==> src/rtl/lampfpu_sqrt_iter.sv <==
// Iterative radix-2 restoring square root for a packed {sign, exp, frac} float, one root bit per cycle.
// Define LAMP_SQRT_SUBNORM_EN to normalise subnormal operands; otherwise they flush to signed zero.
module lampfpu_sqrt_iter #(
    parameter int E_DW = 8,
    parameter int F_DW = 7
) (
    input  logic               clk,
    input  logic               rst,
    input  logic [E_DW+F_DW:0] op_i,
    input  logic               valid_i,
    output logic               ready_o,
    input  logic               flush_i,
    output logic [E_DW+F_DW:0] res_o,
    output logic               valid_o,
    input  logic               ready_i,
    output logic               invalid_o,
    output logic               inexact_o
);
    localparam int W      = 1 + E_DW + F_DW;
    localparam int E_BIAS = 2 ** (E_DW - 1) - 1;
    localparam int QW     = F_DW + 2;   // root bits: integer, fraction, guard
    localparam int RW     = 2 * QW;
    localparam int REMW   = QW + 3;
    localparam int XW     = E_DW + 2;   // signed unbiased exponent
    localparam int CW     = $clog2(QW);
    localparam logic [W-1:0] QNAN = {1'b0, {E_DW{1'b1}}, 1'b1, {(F_DW-1){1'b0}}};

    typedef enum logic [2:0] {IDLE, NORM, ITER, ROUND, DONE} stateT;

    stateT           stateQ, stateD;
    logic            readyQ, invalidQ, inexactQ;
    logic [W-1:0]    resQ;
    logic [W-2:0]    opQ;
    logic [CW-1:0]   cntQ;
    logic [RW-1:0]   radQ;
    logic [REMW-1:0] remQ;
    logic [QW-1:0]   rootQ;
    logic [E_DW-1:0] expQ;

    // Operand classification, evaluated on the accept cycle.
    logic            opSign;
    logic [E_DW-1:0] opExp;
    logic [F_DW-1:0] opFrac;
    logic            isSpecial, specInvalid;
    logic [W-1:0]    specRes;

    assign {opSign, opExp, opFrac} = op_i;

    // NOTE: every always_comb output gets a default first so no path can infer a latch.
    always_comb begin
        isSpecial   = 1'b1;
        specRes     = QNAN;
        specInvalid = 1'b0;
        if (opExp == '1) begin
            if (opFrac != '0)
                specInvalid = ~opFrac[F_DW-1];
            else if (!opSign)
                specRes = op_i;
            else
                specInvalid = 1'b1;
        end else if (opExp == '0 && opFrac == '0) begin
            specRes = {opSign, {(W-1){1'b0}}};
        end else if (opExp == '0) begin
`ifdef LAMP_SQRT_SUBNORM_EN
            if (opSign)
                specInvalid = 1'b1;
            else
                isSpecial = 1'b0;
`else
            specRes = {opSign, {(W-1){1'b0}}};
`endif
        end else if (opSign) begin
            specInvalid = 1'b1;
        end else begin
            isSpecial = 1'b0;
        end
    end

    // Normalisation: unbias, make the exponent even, halve it.
    logic [E_DW-1:0]      nExp;
    logic [F_DW-1:0]      nFrac;
    logic [F_DW:0]        mantN;
    logic signed [XW-1:0] unbExp;
    logic [QW-1:0]        mantS;
    logic [E_DW-1:0]      expN;

    assign {nExp, nFrac} = opQ;

`ifdef LAMP_SQRT_SUBNORM_EN
    localparam int NW = $clog2(F_DW + 1) + 1;
    logic [F_DW:0]   mant0;
    logic [NW-1:0]   nlz;
    logic [XW-1:0]   effExp;

    always_comb begin
        mant0 = {nExp != '0, nFrac};
        nlz   = '0;
        for (int i = 0; i <= F_DW; i++)
            if (mant0[i]) nlz = NW'(F_DW - i);
        mantN  = mant0 << nlz;
        effExp = (nExp == '0) ? XW'(1) : XW'(nExp);
        unbExp = $signed(effExp - XW'(E_BIAS) - XW'(nlz));
    end
`else
    assign mantN  = {1'b1, nFrac};
    assign unbExp = $signed(XW'(nExp) - XW'(E_BIAS));
`endif

    // An arithmetic shift drops the odd bit, which is exactly the decrement after the mantissa doubles.
    assign mantS = unbExp[0] ? {mantN, 1'b0} : {1'b0, mantN};
    assign expN  = E_DW'($unsigned(unbExp >>> 1) + XW'(E_BIAS));

    // One restoring step: bring down two radicand bits, try subtracting 4q+1.
    logic [REMW-1:0] remShift, trial, remNext;
    logic            geq;

    always_comb begin
        remShift = {remQ[REMW-3:0], radQ[RW-1 -: 2]};
        trial    = {1'b0, rootQ, 2'b01};
        geq      = remShift >= trial;
        remNext  = geq ? remShift - trial : remShift;
    end

    // Rounding; the integer root bit is always 1, so a carry out of the fraction bumps the exponent.
    logic            guardBit, stickyBit, roundUp, carryR;
    logic [F_DW-1:0] fracR;

    always_comb begin
        guardBit        = rootQ[0];
        stickyBit       = |remQ;
        roundUp         = guardBit & (stickyBit | rootQ[1]);
        {carryR, fracR} = {1'b0, rootQ[F_DW:1]} + (F_DW+1)'(roundUp);
    end

    always_comb begin
        stateD = stateQ;
        if (flush_i) begin
            stateD = IDLE;
        end else begin
            case (stateQ)
                IDLE:    if (valid_i && readyQ) stateD = isSpecial ? DONE : NORM;
                NORM:    stateD = ITER;
                ITER:    if (cntQ == '0) stateD = ROUND;
                ROUND:   stateD = DONE;
                DONE:    if (ready_i) stateD = IDLE;
                default: stateD = IDLE;
            endcase
        end
    end

    // NOTE: sequential state uses non-blocking assignments so every register samples pre-edge values.
    always_ff @(posedge clk or negedge rst) begin
        if (!rst) begin
            stateQ   <= IDLE;
            readyQ   <= 1'b0;
            resQ     <= '0;
            invalidQ <= 1'b0;
            inexactQ <= 1'b0;
            opQ      <= '0;
            cntQ     <= '0;
            radQ     <= '0;
            remQ     <= '0;
            rootQ    <= '0;
            expQ     <= '0;
        end else begin
            stateQ <= stateD;
            readyQ <= (stateD == IDLE);
            if (flush_i) begin
                invalidQ <= 1'b0;
                inexactQ <= 1'b0;
            end else begin
                case (stateQ)
                    IDLE: if (valid_i && readyQ) begin
                        opQ <= op_i[W-2:0];
                        if (isSpecial) begin
                            resQ     <= specRes;
                            invalidQ <= specInvalid;
                            inexactQ <= 1'b0;
                        end
                    end
                    NORM: begin
                        radQ  <= {mantS, {QW{1'b0}}};
                        remQ  <= '0;
                        rootQ <= '0;
                        expQ  <= expN;
                        cntQ  <= CW'(QW - 1);
                    end
                    ITER: begin
                        radQ  <= radQ << 2;
                        remQ  <= remNext;
                        rootQ <= {rootQ[QW-2:0], geq};
                        if (cntQ != '0) cntQ <= cntQ - CW'(1);
                    end
                    ROUND: begin
                        resQ     <= {1'b0, expQ + E_DW'(carryR), fracR};
                        invalidQ <= 1'b0;
                        inexactQ <= guardBit | stickyBit;
                    end
                    DONE: if (ready_i) begin
                        invalidQ <= 1'b0;
                        inexactQ <= 1'b0;
                    end
                    default: ;
                endcase
            end
        end
    end

    assign ready_o   = readyQ;
    assign valid_o   = (stateQ == DONE);
    assign res_o     = resQ;
    assign invalid_o = invalidQ;
    assign inexact_o = inexactQ;

endmodule

==> config.mk <==
export PLATFORM = sky130hd
export DESIGN_NAME = lampfpu_sqrt_iter
export DESIGN_NICKNAME = d
export VERILOG_FILES = /design/src/rtl/lampfpu_sqrt_iter.sv
export SDC_FILE = /design/constraint.sdc
export NUM_CORES = 1
export LEC_CHECK = 0
export ABC_AREA = 1
export CORE_ASPECT_RATIO = 1.75
export CORE_MARGIN = 1.5
export CORE_UTILIZATION = 40
export CTS_CLUSTER_DIAMETER = 40
export DETAILED_ROUTE_END_ITERATION = 7
export GPL_TIMING_DRIVEN = 0
export PLACE_DENSITY = 0.55
export SKIP_LAST_GASP = 1
export SLEW_MARGIN = 40
export SYNTH_ARGS = -nofsm -noshare
export SYNTH_HDL_FRONTEND = slang
export SYNTH_SLANG_ARGS = --single-unit
==> constraint.sdc <==
create_clock -name clk -period 2.93 [get_ports clk]
set_input_delay 0.586 -clock clk [delete_from_list [all_inputs] [get_ports clk]]
set_output_delay 0.586 -clock clk [all_outputs]
set_load 0.02 [all_outputs]
==> key figures <==
Outcome
  • Status: finished clean

STA
  • Max Slew Vio Count: 0
  • Worst-margin pin slew: 0.598 ns
  • Final TNS setup: 0 ns
  • Hold Slack: 0.128 ns
  • Tmin final: 2.43 ns
  • Fmax: 411 MHz
  • Skew final: 0.00960 ns
  • Number of setup violations in the final report: 0
  • Final hold violation count: 0
  • Relative slew slack: 59.7%
  • Final Cycle Share: 83.0%
  • RSZ-0062 raised after global routing: false

Worst setup path
  • CP dominant cell by count: nor2_1
  • Worst Setup End Kind: output port
  • CP Launch Type: flip-flop
  • CP Max Fanout: 4
  • WS Path Type: reg -> out
  • Setup crit end: valid_o
  • Worst EP arrival: 1.85 ns
  • FF-to-FF setup slack: 0.53 ns
  • Largest stage delay, worst path: 0.65 ns
  • Crit-path cells: nor2_1 > inv_1 > nor2_1 > clkdlybuf4s50_1
  • R2r endpoint: remQ[5]
  • Critical path buffer and inverter count: 2
  • Crit. path cell count: 4
  • RR Startpoint: rootQ[3]
  • Worst r2r path cells: 12
  • Data required time of the worst path: 2.34 ns
  • Slowest cell on the critical path: clkdlybuf4s50_1
  • Cell family with most CP delay: buffers and inverters
  • CP startpoint: stateQ[0]

Flow run
  • Number of max-cap violations: 0

Floorplanning
  • Die area: 13000 µm²
  • Die X: 86.9 µm
  • Cell Rows: 53
  • Initial Util: 41.1%
  • Core area: 12000 µm²
  • IO Count: 41
  • Die H: 150 µm

Global routing
  • Global Route Usage Sum: 22.5%
  • Vias in the first global route: 4747
  • Largest net degree at the start of global routing: 46
  • Initial antenna violation count: 0
  • GRT overflow: 0
  • First-pass GRT wire length: 22500 µm

Place
  • I/O Buffers: 40
  • DPL Wire Length: 10700 µm
  • Placer Congestion: 0.878
  • Placed Instances: 915

Synthesis
  • Post-Syn Area: 4930 µm²
  • Yosys reg bits: 79
  • Yosys warning total: 0
  • Ys async rst share: 100%
  • Simple-Gate Fraction of Synth Area: 32.1%
  • Mux contribution to synthesized area: 0.203%
  • Largest family of logic cells by synthesized area: simple AND/OR/NAND/NOR gates
  • Synth top area cells: dfrtp_1 (40%), nand2_1 (18%), inv_1 (8.1%)
  • Post-synth EDFFs: 0
  • Synthesized area per cell: 6.95 µm²
  • Adder-cell area share of the yosys netlist: 4.57%
  • Dominant synthesized flop cell: dfrtp_1
  • Area leader, netlist: dfrtp_1
  • Cell variety after synth: 35
  • Sequential area share after synthesis: 40.1%
  • Post-synthesis instance total: 709
  • XOR/XNOR Fraction of Synth Area: 1.42%
  • Post-synth net total: 748
  • Compound-cell area share of the yosys netlist: 11.1%
  • Synth top area share: 40.1%

Clock tree
  • CTS tree: done
  • Clock latency on the worst-skew pair: 0.34 ns
  • Clock buffers created by TritonCTS: 9
  • CTS sink count: 79
  • Post-CTS Setup Repair Bufs: 0
  • Clock transition at the registers of the reported paths: 0.06 ns
  • Hold-fix buffers at CTS: 0
  • Longest Clk Path Bufs: 2
  • Root buffer cell: clkbuf_16
  • Resized cells post-CTS: 0
  • H-tree depth: 3

Worst hold path
  • Worst Hold Class: in -> async

Power and ir drop
  • Overall power: 6.19 mW
  • Max VDD drop: 0.365 mV
  • Leak: 3.07 nW
  • Power per cell area: 1060 nW/µm²

Drt
  • DRC viols: 0
  • Routed Antenna Nets: 0
  • Initial DRC Count: 213
  • Vias per inst: 4.97
  • Routed WL per cell: 14.5 µm
  • Number of optimization iterations in the first detailed-route pass: 4
  • Routed WL: 13500 µm
  • Via count: 4624

Layout
  • Final Util: 48.9%
  • Antenna Cells: 0
  • Post-route insts no fill: 931
  • Share of cells above drive strength 1: 5.35%
  • Total Nets Final: 800
  • P&R area growth vs syn: 19.0%
## stage by stage
step / worst slack (ns) / area (µm²)
after floorplan: 1.14 / 4930
after global placement: -1.65 / 5540
after detailed placement: 0.509 / 5560
after CTS: 0.492 / 5860
after global routing: 0.332 / 5860
final: 0.498 / 5860
## state kept, by name (all words and copies together), names as in the netlist
register and count:
invalid_o 1, res_o 16, rootQ 9, inexact_o 1, cntQ 4, ready_o 1
radQ 9, remQ 12, expQ 8, stateQ 3, opQ 15
## layout make-up
type | instances | area, µm²
well taps | 165 | 206
multi-input cells | 503 | 2440
repair buffers | 41 | 429
fillers | 1266 | 6140
inverters | 108 | 405
clock buffers | 11 | 243
clock inverters | 5 | 57.6
plain buffers | 19 | 110
flip-flops and latches | 79 | 1980
## synth_stat cells, types with 4 or more instances
cell	instances
a31oi_1	4
o21ai_0	60
nor2_1	64
o211ai_1	6
buf_2	7
xor2_1	5
dfrtp_1	79
buf_4	4
nand3_1	51
nand4_1	20
clkbuf_1	5
o22ai_1	7
nand2_1	231
inv_1	107
a21oi_1	14
ha_1	18
## cells in the final DEF, fill, tap and decap left out, drive strengths merged, types with 16 or more instances in the layout
master / instances
clkdlybuf4s50: 39
nand3: 53
ha: 18
clkbuf: 16
buf: 16
o21ai: 63
nand2: 234
nand4: 20
dfrtp: 79
nor2: 64
inv: 108
## how the worst min path moves through the flow
stage                          from        end  slack [ns]  cells past startpoint
after floorplan                 rst    cntQ[0]        0.29                      0
after global placement     remQ[10]   remQ[10]        0.46                      2
after detailed placement  res_o[14]  res_o[14]        0.46                      2
after CTS                       rst    opQ[13]        0.14                      1
after global routing            rst    opQ[13]        0.15                      1
final                           rst    opQ[13]        0.13                      1
## where the power goes
group | switching (mW) | leakage, nW | total (mW) | internal (mW)
Sequential | 0.336 | 1.00 | 1.82 | 1.49
Clock | 0.449 | 0.138 | 1.13 | 0.682
Combinational | 2.06 | 1.93 | 3.24 | 1.18
Total | 2.85 | 3.07 | 6.19 | 3.34
## per-layer routing
metal / GRT usage [%] / vias up / wire length [µm] / share of wire (%)
li1: - / 2362 / - / -
met3: 2.70 / 38 / 291 / 2.2
met1: 23.3 / 2137 / 5240 / 39
met2: 42.2 / 87 / 7300 / 54
met4: 13.1 / 0 / 624 / 4.6
met5: 0 / - / 0 / 0
## cells by family (layout without fill, tap and decap cells)
logic type | after synthesis | count (layout)
buffers and inverters | 127 | 184
muxes | 1 | 1
adders and majority gates | 18 | 18
DFF | 79 | 79
AOI/OAI and AO/OA | 99 | 99
and+or+nand+nor | 377 | 377
xor gates and xnor gates | 8 | 8
Note: power is estimated with default switching activity, not from simulation.
